==> src/rtl/mem_access_pkg.sv <==
// Shared funct3 encodings, FSM state type and request-classification helpers
// for the data-memory access unit.
package mem_access_pkg;

  localparam logic [2:0] F3_B  = 3'b000;
  localparam logic [2:0] F3_H  = 3'b001;
  localparam logic [2:0] F3_W  = 3'b010;
  localparam logic [2:0] F3_BU = 3'b100;
  localparam logic [2:0] F3_HU = 3'b101;

  typedef enum logic [2:0] {
    StIdle  = 3'd0,
    StRd    = 3'd1,
    StRmwRd = 3'd2,
    StWr    = 3'd3,
    StResp  = 3'd4
  } state_e;

  // Stores only have signed encodings; loads add the unsigned byte/half forms.
  function automatic logic f3_legal(input logic we, input logic [2:0] f3);
    if (we) return (f3 == F3_B) || (f3 == F3_H) || (f3 == F3_W);
    return (f3 == F3_B) || (f3 == F3_H) || (f3 == F3_W) || (f3 == F3_BU) || (f3 == F3_HU);
  endfunction

  function automatic logic misaligned(input logic [2:0] f3, input logic [1:0] off);
    case (f3)
      F3_H, F3_HU: return off[0];
      F3_W:        return off != 2'b00;
      default:     return 1'b0;
    endcase
  endfunction

endpackage

==> src/rtl/mem_access_lane.sv <==
// Combinational lane logic: load extract/extend and byte/halfword store merge.
module mem_access_lane
  import mem_access_pkg::*;
(
  input  logic [31:0] old_word,
  input  logic [1:0]  off,
  input  logic [2:0]  funct3,
  input  logic [31:0] wdata,
  output logic [31:0] load_data,
  output logic [31:0] store_word
);

  logic [7:0]  byte_sel;
  logic [15:0] half_sel;

  always_comb begin
    byte_sel = old_word[{off, 3'b000} +: 8];
    half_sel = off[1] ? old_word[31:16] : old_word[15:0];

    case (funct3)
      F3_B:    load_data = {{24{byte_sel[7]}}, byte_sel};
      F3_BU:   load_data = {24'h0, byte_sel};
      F3_H:    load_data = {{16{half_sel[15]}}, half_sel};
      F3_HU:   load_data = {16'h0, half_sel};
      default: load_data = old_word;
    endcase

    store_word = old_word;
    case (funct3)
      F3_B:    store_word[{off, 3'b000} +: 8] = wdata[7:0];
      F3_H:    store_word[{off[1], 4'b0000} +: 16] = wdata[15:0];
      default: store_word = wdata;
    endcase
  end

endmodule

==> src/rtl/mem_access_unit.sv <==
// MEM-stage load/store initiator; sub-word stores are done as read-modify-write
// because the memory only writes whole words.
module mem_access_unit
  import mem_access_pkg::*;
#(
  parameter int unsigned MEM_BYTES = 1024
) (
  input  logic        clk,
  input  logic        rst,
  input  logic        req_valid,
  output logic        req_ready,
  input  logic        req_we,
  input  logic [2:0]  req_funct3,
  input  logic [31:0] req_addr,
  input  logic [31:0] req_wdata,
  output logic        resp_valid,
  output logic [31:0] resp_rdata,
  output logic        resp_err,
  output logic        mem_ce,
  output logic        mem_we,
  output logic [31:0] mem_addr,
  output logic [31:0] mem_wdata,
  input  logic [31:0] mem_rdata
);

  state_e      state_q, state_d;
  logic        err_q;
  logic [2:0]  f3_q;
  logic [31:0] addr_q, wdata_q, wbuf_q, rdata_q;
  logic [31:0] load_data, store_word;
  logic        req_bad;

  always_comb begin
    req_bad = !f3_legal(req_we, req_funct3) || misaligned(req_funct3, req_addr[1:0]) ||
              ({req_addr[31:2], 2'b00} >= MEM_BYTES);
  end

  mem_access_lane u_lane (
    .old_word   (mem_rdata),
    .off        (addr_q[1:0]),
    .funct3     (f3_q),
    .wdata      (wdata_q),
    .load_data  (load_data),
    .store_word (store_word)
  );

  always_ff @(posedge clk or posedge rst) begin
    if (rst) state_q <= StIdle;
    else     state_q <= state_d;
  end

  always_ff @(posedge clk or posedge rst) begin
    if (rst) begin
      err_q   <= 1'b0;
      f3_q    <= '0;
      addr_q  <= '0;
      wdata_q <= '0;
      wbuf_q  <= '0;
      rdata_q <= '0;
    end else begin
      case (state_q)
        StIdle: if (req_valid) begin
          err_q   <= req_bad;
          f3_q    <= req_funct3;
          addr_q  <= req_addr;
          wdata_q <= req_wdata;
          rdata_q <= '0;
        end
        StRd:    rdata_q <= load_data;
        StRmwRd: wbuf_q  <= store_word;
        default: ;
      endcase
    end
  end

  always_comb begin
    state_d = state_q;
    unique case (state_q)
      StIdle: if (req_valid) begin
        if (req_bad)                   state_d = StResp;
        else if (!req_we)              state_d = StRd;
        else if (req_funct3 == F3_W)   state_d = StWr;
        else                           state_d = StRmwRd;
      end
      StRd:    state_d = StResp;
      StRmwRd: state_d = StWr;
      StWr:    state_d = StResp;
      StResp:  state_d = StIdle;
      default: state_d = StIdle;
    endcase
  end

  // The memory bus is driven purely from state so reset drops it immediately.
  always_comb begin
    req_ready  = (state_q == StIdle);
    resp_valid = 1'b0;
    resp_err   = 1'b0;
    resp_rdata = '0;
    mem_ce     = 1'b0;
    mem_we     = 1'b0;
    mem_addr   = '0;
    mem_wdata  = '0;
    case (state_q)
      StRd, StRmwRd: begin
        mem_ce   = 1'b1;
        mem_addr = {addr_q[31:2], 2'b00};
      end
      StWr: begin
        mem_ce    = 1'b1;
        mem_we    = 1'b1;
        mem_addr  = {addr_q[31:2], 2'b00};
        mem_wdata = (f3_q == F3_W) ? wdata_q : wbuf_q;
      end
      StResp: begin
        resp_valid = 1'b1;
        resp_err   = err_q;
        resp_rdata = rdata_q;
      end
      default: ;
    endcase
  end

endmodule

==> config.mk <==
export PLATFORM = sky130hd
export DESIGN_NAME = mem_access_unit
export DESIGN_NICKNAME = d
export VERILOG_FILES = /design/src/rtl/mem_access_pkg.sv /design/src/rtl/mem_access_lane.sv /design/src/rtl/mem_access_unit.sv
export SDC_FILE = /design/constraint.sdc
export NUM_CORES = 1
export LEC_CHECK = 0
export CAP_MARGIN = 40
export CORE_MARGIN = 2
export CORE_UTILIZATION = 54
export DETAILED_ROUTE_END_ITERATION = 6
export PLACE_DENSITY_LB_ADDON = 0.25
export SYNTH_ARGS = -nofsm -noshare
export SYNTH_HDL_FRONTEND = slang
export SYNTH_SLANG_ARGS = --single-unit
==> constraint.sdc <==
create_clock -name clk -period 6.44 [get_ports clk]
set_input_delay 0.644 -clock clk [delete_from_list [all_inputs] [get_ports clk]]
set_output_delay 0.644 -clock clk [all_outputs]
set_load 0.02 [all_outputs]
# --- Word level (Yosys, flattened, before mapping) ---
# Index checks and enable logic that the tools add are counted.
op_classes:
  n_eq_ne: 13
  reduce_logical: 17
  shift: 5
  n_addsub: 2
  order_cmp: 1
  n_mux: 24
op_table:
  columns: ["operator", "n"]
  rows:
  - ["2-to-1 mux 32 bit", 5]
  - ["case mux 32 bit (2 select lines)", 2]
  - ["case mux 32 bit (4 select lines)", 1]
  - ["bitwise mux 32 bit", 2]
  - [">= comparator 32 x 11 -> 1 bit, second input constant", 1]
  - ["variable shift 16 x 7 -> 32 bit, first input constant", 1]
  - ["variable shift 8 x 7 -> 32 bit, first input constant", 1]
  - ["variable part select 16 x 7 -> 32 bit", 1]
  - ["variable part select 32 x 6 -> 8 bit", 1]
  - ["variable part select 8 x 7 -> 32 bit", 1]
  - ["2-to-1 mux 16 bit", 1]
  - ["== test 3 bit, second input constant", 5]
  - ["negation 5 -> 7 bit", 2]
  - ["== test 3 x 2 -> 1 bit, second input constant", 4]
  - ["== test 3 x 1 -> 1 bit, second input constant", 3]
  - ["zero test 3 bit", 3]
  - ["case mux 3 bit (3 select lines)", 1]
  - ["2-to-1 mux 1 bit", 8]
  - ["logical OR 1 bit", 6]
  - ["2-to-1 mux 3 bit", 2]
  - ["AND reduction 2 bit", 2]
  - ["nonzero test 2 bit", 2]
  - ["OR reduction 2 bit", 2]
  - ["OR reduction 3 bit", 1]
  - ["other kinds (4)", 4]
totals:
  register_bits: 135
  output_inout_bits: 101

# --- Logic depth before layout (Yosys ltp) ---
# Gate-level depths: netlist of run 1.
depth:
  ltp_word: 12
  depth_mapped: 8
  depth_no_buf: 6

# --- Hierarchy ---
# A second synthesis of run 1 with hierarchy kept.
hier_totals:
  cells_unflattened: 962
  area_unflattened_um2: 7749.9
modules_own_cells:
  columns: ["mod", "area_per_inst_um2", "seq_area_each_um2", "cells_each", "n_inst"]
  rows:
  - ["mem_access_unit", 6178.4, 3378.2, 713, 1]
  - ["mem_access_lane", 1571.5, 0.0, 249, 1]

# --- Worst setup path after synthesis of run 1 ---
# Ideal clock, no wire load.
synth_timing:
  kind: "flip-flop to output port"
  startpoint: "register f3_q[0]"
  endpoint: "output port mem_wdata[10]"
  setup_slack_ns: 4.237
  stages_incl_launch_ff: 6
  arrival_ns: 1.559
  n_path_buf: 2
  cell_sequence: "dfrtp_1 -> buf_4 -> nor3_2 -> clkbuf_1 -> nand2_1 -> a21oi_1"
synth_via:
  elab_chain_cells: 3
synth_rtl:
  columns: ["element", "line", "rtl"]
  rows:
  - ["from (decl)", "mem_access_unit.sv:28", "logic [2:0] f3_q;"]
  - ["from (signal assigned)", "mem_access_unit.sv:64", "f3_q <= req_funct3;"]
  - ["== test 3 x 2 -> 1 bit", "mem_access_unit.sv:112", "mem_wdata = (f3_q == F3_W) ? wdata_q : wbuf_q;"]
  - ["2-to-1 mux 32 bit", "mem_access_unit.sv:112", null]
  - ["2-to-1 mux 32 bit", "mem_access_unit.sv:103", "case (state_q)"]
  - ["to (decl)", "mem_access_unit.sv:22", "output logic [31:0] mem_wdata,"]
# Every way passes these cells.

# --- Worst setup path after layout of run 1 ---
layout_timing:
  startpoint: "register f3_q[1]"
  endpoint: "output port mem_wdata[0]"
# The elaborated chain is that of the path after synthesis.

==> flow_summary.ini, run 1 <==
[run_status]
outcome = completed

[clock_tree]
root_buffer = clkbuf_16
htree_num_levels = 4
post_cts_buffers = 0
numCtsBuffers = 17
cts_tree = done
cts_hold_buffers = 0
clkSinkCount = 135
cts-resized-gates = 0
clk_path_buf_depth = 2
clk_pin_slew_worst_paths_ps = 60
clk_latency_ps = 430

[synthesis]
synth.distinct_cells = 53
synth.area.top_cells = dfrtp_1 (43%), mux2_2 (9.4%), a21oi_1 (4.7%)
synth_top_area_share_pct = 43.2
synth_top_cell_by_area = dfrtp_1
synth_top_family_by_area = compound AO/OA/AOI/OAI gates
async_flop_share_pct = 100
synth_fa_ha_area_share_pct = 0.799
synth-compound-area-share_pct = 19.2
synth_area_sq_um = 7830
ys_warn_count = 0
synth-seq-cells = 135
avgSynthCellArea_sq_um = 9.67
synthFlopType = dfrtp_1
synthXorXnorAreaFrac_pct = 0
syn_inst = 809
muxShareOfSynthArea_pct = 14.1
synth_edf_count = 0
synth-seq-area-share_pct = 43.2
synth-simple-area-share_pct = 17.8

[worst_setup_path]
path_cells = inv_1, nor3_2, buf_4, nand2_1, a21oi_1, clkdlybuf4s50_1
r2r-end = wbuf_q[30]$_DFFE_PP0P_
cp_data_arrival_time_ps = 3540
rrSetupSlack_ps = 3590
crit_path_end = mem_wdata[0]
crit_fanout = 23
crit_slowest_cell = dfrtp_1
worst-setup-path-type = flop to primary output
r2r-start = addr_q[1]$_DFFE_PP0P_
reg2regPathDepth = 7
cp.depth = 6
worst_ep_required_time_ps = 5800
end_kind = primary output
cpPeakStageDelay_ps = 820
path_buf_inv = 3
critPathLaunch = f3_q[1]$_DFFE_PP0P_
critPathLaunchType = flop
path_delay_family = buffers and inverters

[floorplanning]
die_area_sq_um = 15500
die_h_microns = 124
initial_core_util_pct = 55.7
placementRows = 43
num_io_pins = 204
fp.dieW_microns = 124
core_sq_um = 14000

[drt]
drt_first_iter_violations = 707
viasPerCell = 6.13
firstDrtPassIters = 6
wl_per_cell_microns = 20.3
drt_wl_total_mm = 23.8
ant_nets = 0
via_count = 7194
drc = 0

[global_route]
met3_usage_pct = 9.36
overflow = 0
grt.met1_usage_pct = 40.0
use_met2_pct = 47.3
grt_pass1_vias = 7045
grt_pass1_wl_mm = 37.6
antenna_found_initial = 0
busiest_layer = met2
grt_max_degree = 68
track_usage_pct = 30.4

[flow_run]
maxCapViolCount = 0

[min_path]
hp-class = flop to flop

[finish]
fin_util_pct = 75.0
syn_to_final_growth_pct = 34.6
drive_above_1_share_pct = 14.7
diodes = 0
fin_nets = 1089
postLayoutCellArea_sq_um = 10500

[timing]
hold_viol_final = 0
finalMaxSlewViolations = 0
period_share_pct = 64.9
period_minus_slack_ps = 4180
rsz0062_at_grt = false
setup_ws_ps = 2260
setup_viol = 0
fmax_ghz = 0.239
worst_pin_slew_ps = 848
fin_hold_ws_ps = 477
fin_tns_setup_ps = 0
skew_ps = 11.3
relSlewSlack_pct = 43.4

[pwr]
p_per_area_nw_per_um2 = 226
p_leak_nw = 4.43
ir_drop_mv = 0.230

[place]
place_congestion = 0.927
place_area_sq_um = 9970
dp_hpwl_mm = 16.7
place_ws_ps = 2770
port_buffers = 201
stage by stage:
step,power [W],cells
floorplan,0.00128,810
global placement,0.00143,1133
detailed placement,0.00145,1142
CTS,0.00238,1174
global route,0.00247,1174
finish,0.00238,1174
how the worst min path moves through the flow:
stage / start / cells past startpoint / endpoint
2_1_floorplan: rdata_q[7]$_DFFE_PP0P_ / 1 / rdata_q[7]$_DFFE_PP0P_
3_3_place_gp: rdata_q[7]$_DFFE_PP0P_ / 1 / rdata_q[7]$_DFFE_PP0P_
3_5_place_dp: rdata_q[7]$_DFFE_PP0P_ / 1 / rdata_q[7]$_DFFE_PP0P_
4_1_cts: rdata_q[7]$_DFFE_PP0P_ / 1 / rdata_q[7]$_DFFE_PP0P_
5_1_grt: rdata_q[7]$_DFFE_PP0P_ / 1 / rdata_q[7]$_DFFE_PP0P_
6_report: rdata_q[4]$_DFFE_PP0P_ / 2 / rdata_q[4]$_DFFE_PP0P_
report_power, final:
group	internal, W	leakage [nW]	switching, W
Sequential	0.000910	1.68	0.0000849
Clock	0.000542	0.262	0.000384
Combinational	0.000225	2.48	0.000229
Yosys cell counts, types with 3 or more instances:
| cell type | count |
|---|---|
| a21oi_1 | 74 |
| a22o_1 | 36 |
| nor4_1 | 5 |
| o21ai_0 | 48 |
| a21o_1 | 8 |
| mux4_2 | 6 |
| buf_6 | 6 |
| nand2b_1 | 4 |
| nor3_2 | 5 |
| nand2_1 | 90 |
| mux2_2 | 65 |
| buf_4 | 7 |
| and2_1 | 33 |
| nor2b_1 | 21 |
| a221oi_1 | 8 |
| dfrtp_1 | 135 |
| mux2i_1 | 3 |
| nor4bb_1 | 3 |
| buf_2 | 19 |
| a31oi_1 | 5 |
| ha_1 | 5 |
| clkbuf_1 | 34 |
| or3_1 | 3 |
| o22ai_1 | 10 |
| mux2_4 | 10 |
| and3_1 | 34 |
| nor3_1 | 9 |
| a221o_1 | 22 |
| nor2_1 | 60 |
| a222oi_1 | 3 |
| mux2_1 | 5 |
| inv_1 | 9 |
per-layer routing:
metal	part of all wire, %	vias to the layer above	wire (microns)
met5	0	-	0
met4	3.2	0	752
met3	10	65	2410
met2	46	384	11100
met1	40	3456	9590
li1	-	3289	-
registers in the layout, summed over array words and instances (netlist names):
register and cells:
wdata_q 32, wbuf_q 32, f3_q 3, rdata_q 32, addr_q 32, err_q 1
state_q 3
cells in the final DEF, fill, tap and decap left out, drive strengths merged, types with 3 or more instances in the layout:
cell type,n
a222oi,3
mux4,6
clkdlybuf4s50,201
dfrtp,135
and3,34
a21oi,74
a221o,22
nand2b,4
nand2,90
a221oi,8
and2,33
inv,12
clkbuf,18
nor4bb,3
mux2i,3
mux2,80
nor2,61
o21ai,49
clkinv,5
nor4,5
o22ai,10
a21o,8
ha,5
a22o,36
nor3,14
clkinvlp,6
nor2b,21
buf,19
or3,3
a31oi,5
worst min-delay path: cells and delay by family (launching register included):
| family | cells | cell delay, ps |
|---|---|---|
| DFF | 1 | 340 |
| AOI/OAI and AO/OA | 1 | 60 |
| and+or+nand+nor | 1 | 40 |
cell families after synthesis:
logic type,after synthesis
fa+ha+maj,5
other cells,1
buf+inv,78
simple gates,276
compound gates,225
mux,89
flops,135
final cells by class:
class	count	area, sq um
multi-input combinational	597	4070
fill	1019	3510
sequential	135	3380
timing repair buffer	220	2250
clock buffer	18	439
tap	180	225
clock inverter	14	128
inverter	10	40.0
Note: power is estimated with default switching activity, not from simulation.
==> run 2, diff against run 1 <==
- CORE_UTILIZATION: 54 -> 50
- clock period: 6.44 -> 3.9 ns (I/O delays scaled with it)
==> flow_summary.ini, run 2 (same netlist as run 1, synthesis figures left out) <==
[run_status]
outcome = completed

[timing]
rsz0062_at_grt = false
relSlewSlack_pct = 39.3
fin_hold_ws_ps = 236
period_minus_slack_ps = 3580
fmax_ghz = 0.279
finalMaxSlewViolations = 0
hold_viol_final = 0
fin_tns_setup_ps = 0
period_share_pct = 91.9
worst_pin_slew_ps = 907
setup_viol = 0
skew_ps = 8.24

[clock_tree]
cts-resized-gates = 0
numCtsBuffers = 17
cts_hold_buffers = 0
post_cts_buffers = 0
clk_pin_slew_worst_paths_ps = 60
root_buffer = clkbuf_16
clk_latency_ps = 430
htree_num_levels = 4
cts_tree = done
clkSinkCount = 135
clk_path_buf_depth = 2

[place]
port_buffers = 201
dp_hpwl_mm = 16.7
place_congestion = 0.909
dpl.cell_count = 1175

[floorplanning]
die_area_sq_um = 16700
num_io_pins = 204
core_sq_um = 15300
die_h_microns = 129
initial_core_util_pct = 51.3
placementRows = 45
fp.dieW_microns = 129

[worst_setup_path]
rrSetupSlack_ps = 1230
path_delay_family = buffers and inverters
crit_fanout = 32
end_kind = primary output
path_cells = inv_1, nor3_4, buf_4, nand2_1, a21oi_1, clkdlybuf4s50_1
crit_slowest_cell = dfrtp_1
cp_data_arrival_time_ps = 3190
worst_ep_required_time_ps = 3510
worst-setup-path-type = flop to primary output
cpPeakStageDelay_ps = 830
critPathLaunchType = flop
path_buf_inv = 3

[finish]
diodes = 0
syn_to_final_growth_pct = 35.9
layout_common_cells = clkdlybuf4s50_1 (201), dfrtp_1 (135), nand2_1 (90)
drive_above_1_share_pct = 14.9
layout.cells.non_filler = 1207
fin_nets = 1091
fin_util_pct = 69.7
final_common_cell = clkdlybuf4s50_1

[drt]
ant_nets = 0
viasPerCell = 5.97
drc = 0
via_count = 7206
wl_per_cell_microns = 20.4
drt_wl_total_mm = 24.6
drt_first_iter_violations = 666
firstDrtPassIters = 6

[global_route]
grt_pass1_wl_mm = 38.2
grt_pass1_vias = 6947
grt_max_degree = 50
antenna_found_initial = 0
track_usage_pct = 29.9
overflow = 0

[flow_run]
maxCapViolCount = 0

[pwr]
switching_share_pct = 27.7
power.switching_w = 0.00115
seqPwrFrac_pct = 39.1
ir_drop_mv = 0.347
power.total_w = 0.00416
p_int_w = 0.00301
p_clk_share_pct = 42.4
p_leak_nw = 4.46
p_per_area_nw_per_um2 = 392
combinationalPowerShare_pct = 18.5

[min_path]
hp-class = input pin to asynchronous set/reset pin
-- run 2: cell count changes in the layout (fill, tap and decap cells not counted), sizes merged --
| cell | previous run | this run |
|---|---|---|
| buf | 19 | 21 |
| bufinv | 1 | 4 |
| clkbuf | 18 | 21 |
| clkinv | 5 | 2 |
| clkinvlp | 6 | 5 |
| inv | 12 | 10 |
-- run 2: power groups by stage --
stage / registers [W] / logic (W) / clock network, W
floorplan: 0.00159 / 0.000531 / 0
global placement: 0.00164 / 0.000733 / 0
detailed placement: 0.00165 / 0.000755 / 0
CTS: 0.00163 / 0.000763 / 0.00178
global route: 0.00164 / 0.000833 / 0.00183
finish: 0.00163 / 0.000769 / 0.00177
-- run 2: final cells by class --
cell class / count / area (sq um)
Fill cell: 1184 / 4620
Clock buffer: 21 / 480
Multi-Input combinational cell: 597 / 4080
Inverter: 10 / 41.3
Timing Repair Buffer: 222 / 2220
Clock inverter: 11 / 169
Sequential cell: 135 / 3380
Tap cell: 211 / 264
-- run 2: metrics by stage --
stage	setup WS (ps)	cell area, sq um
final	316	10600
after floorplan	1830	7830
after CTS	324	10600
after global routing	146	10600
after detailed placement	845	9980
after global placement	897	9920
-- run 2: layer usage --
metal | up-vias | wire length (microns) | share of wire (%) | GRT usage [%]
met1 | 3459 | 9970 | 41 | 39.1
li1 | 3269 | - | - | -
met5 | - | 0 | 0 | 0
met3 | 73 | 2490 | 10 | 9.00
met4 | 0 | 1030 | 4.2 | 13.8
met2 | 405 | 11100 | 45 | 45.8
-- run 2: worst paths after layout --
path | cells past startpoint | endpoint | startpoint
setup / recovery | 6 | mem_wdata[8] | f3_q[1]$_DFFE_PP0P_
hold / removal | 2 | addr_q[30]$_DFFE_PP0P_ | rst
setup reg to reg | 7 | wbuf_q[22]$_DFFE_PP0P_ | addr_q[0]$_DFFE_PP0P_
hold reg to reg | 1 | rdata_q[7]$_DFFE_PP0P_ | rdata_q[7]$_DFFE_PP0P_
max in group asynchronous | 4 | wbuf_q[13]$_DFFE_PP0P_ | rst
min in group clk | 1 | rdata_q[7]$_DFFE_PP0P_ | rdata_q[7]$_DFFE_PP0P_
==> run 3, diff against run 2 <==
- CTS_BUF_LIST: default -> sky130_fd_sc_hd__clkbuf_8 sky130_fd_sc_hd__clkbuf_16
- HOLD_SLACK_MARGIN: default -> 0.1
==> results of run 3 <==
Final layout, timing and power as in run 2 (identical DEF).
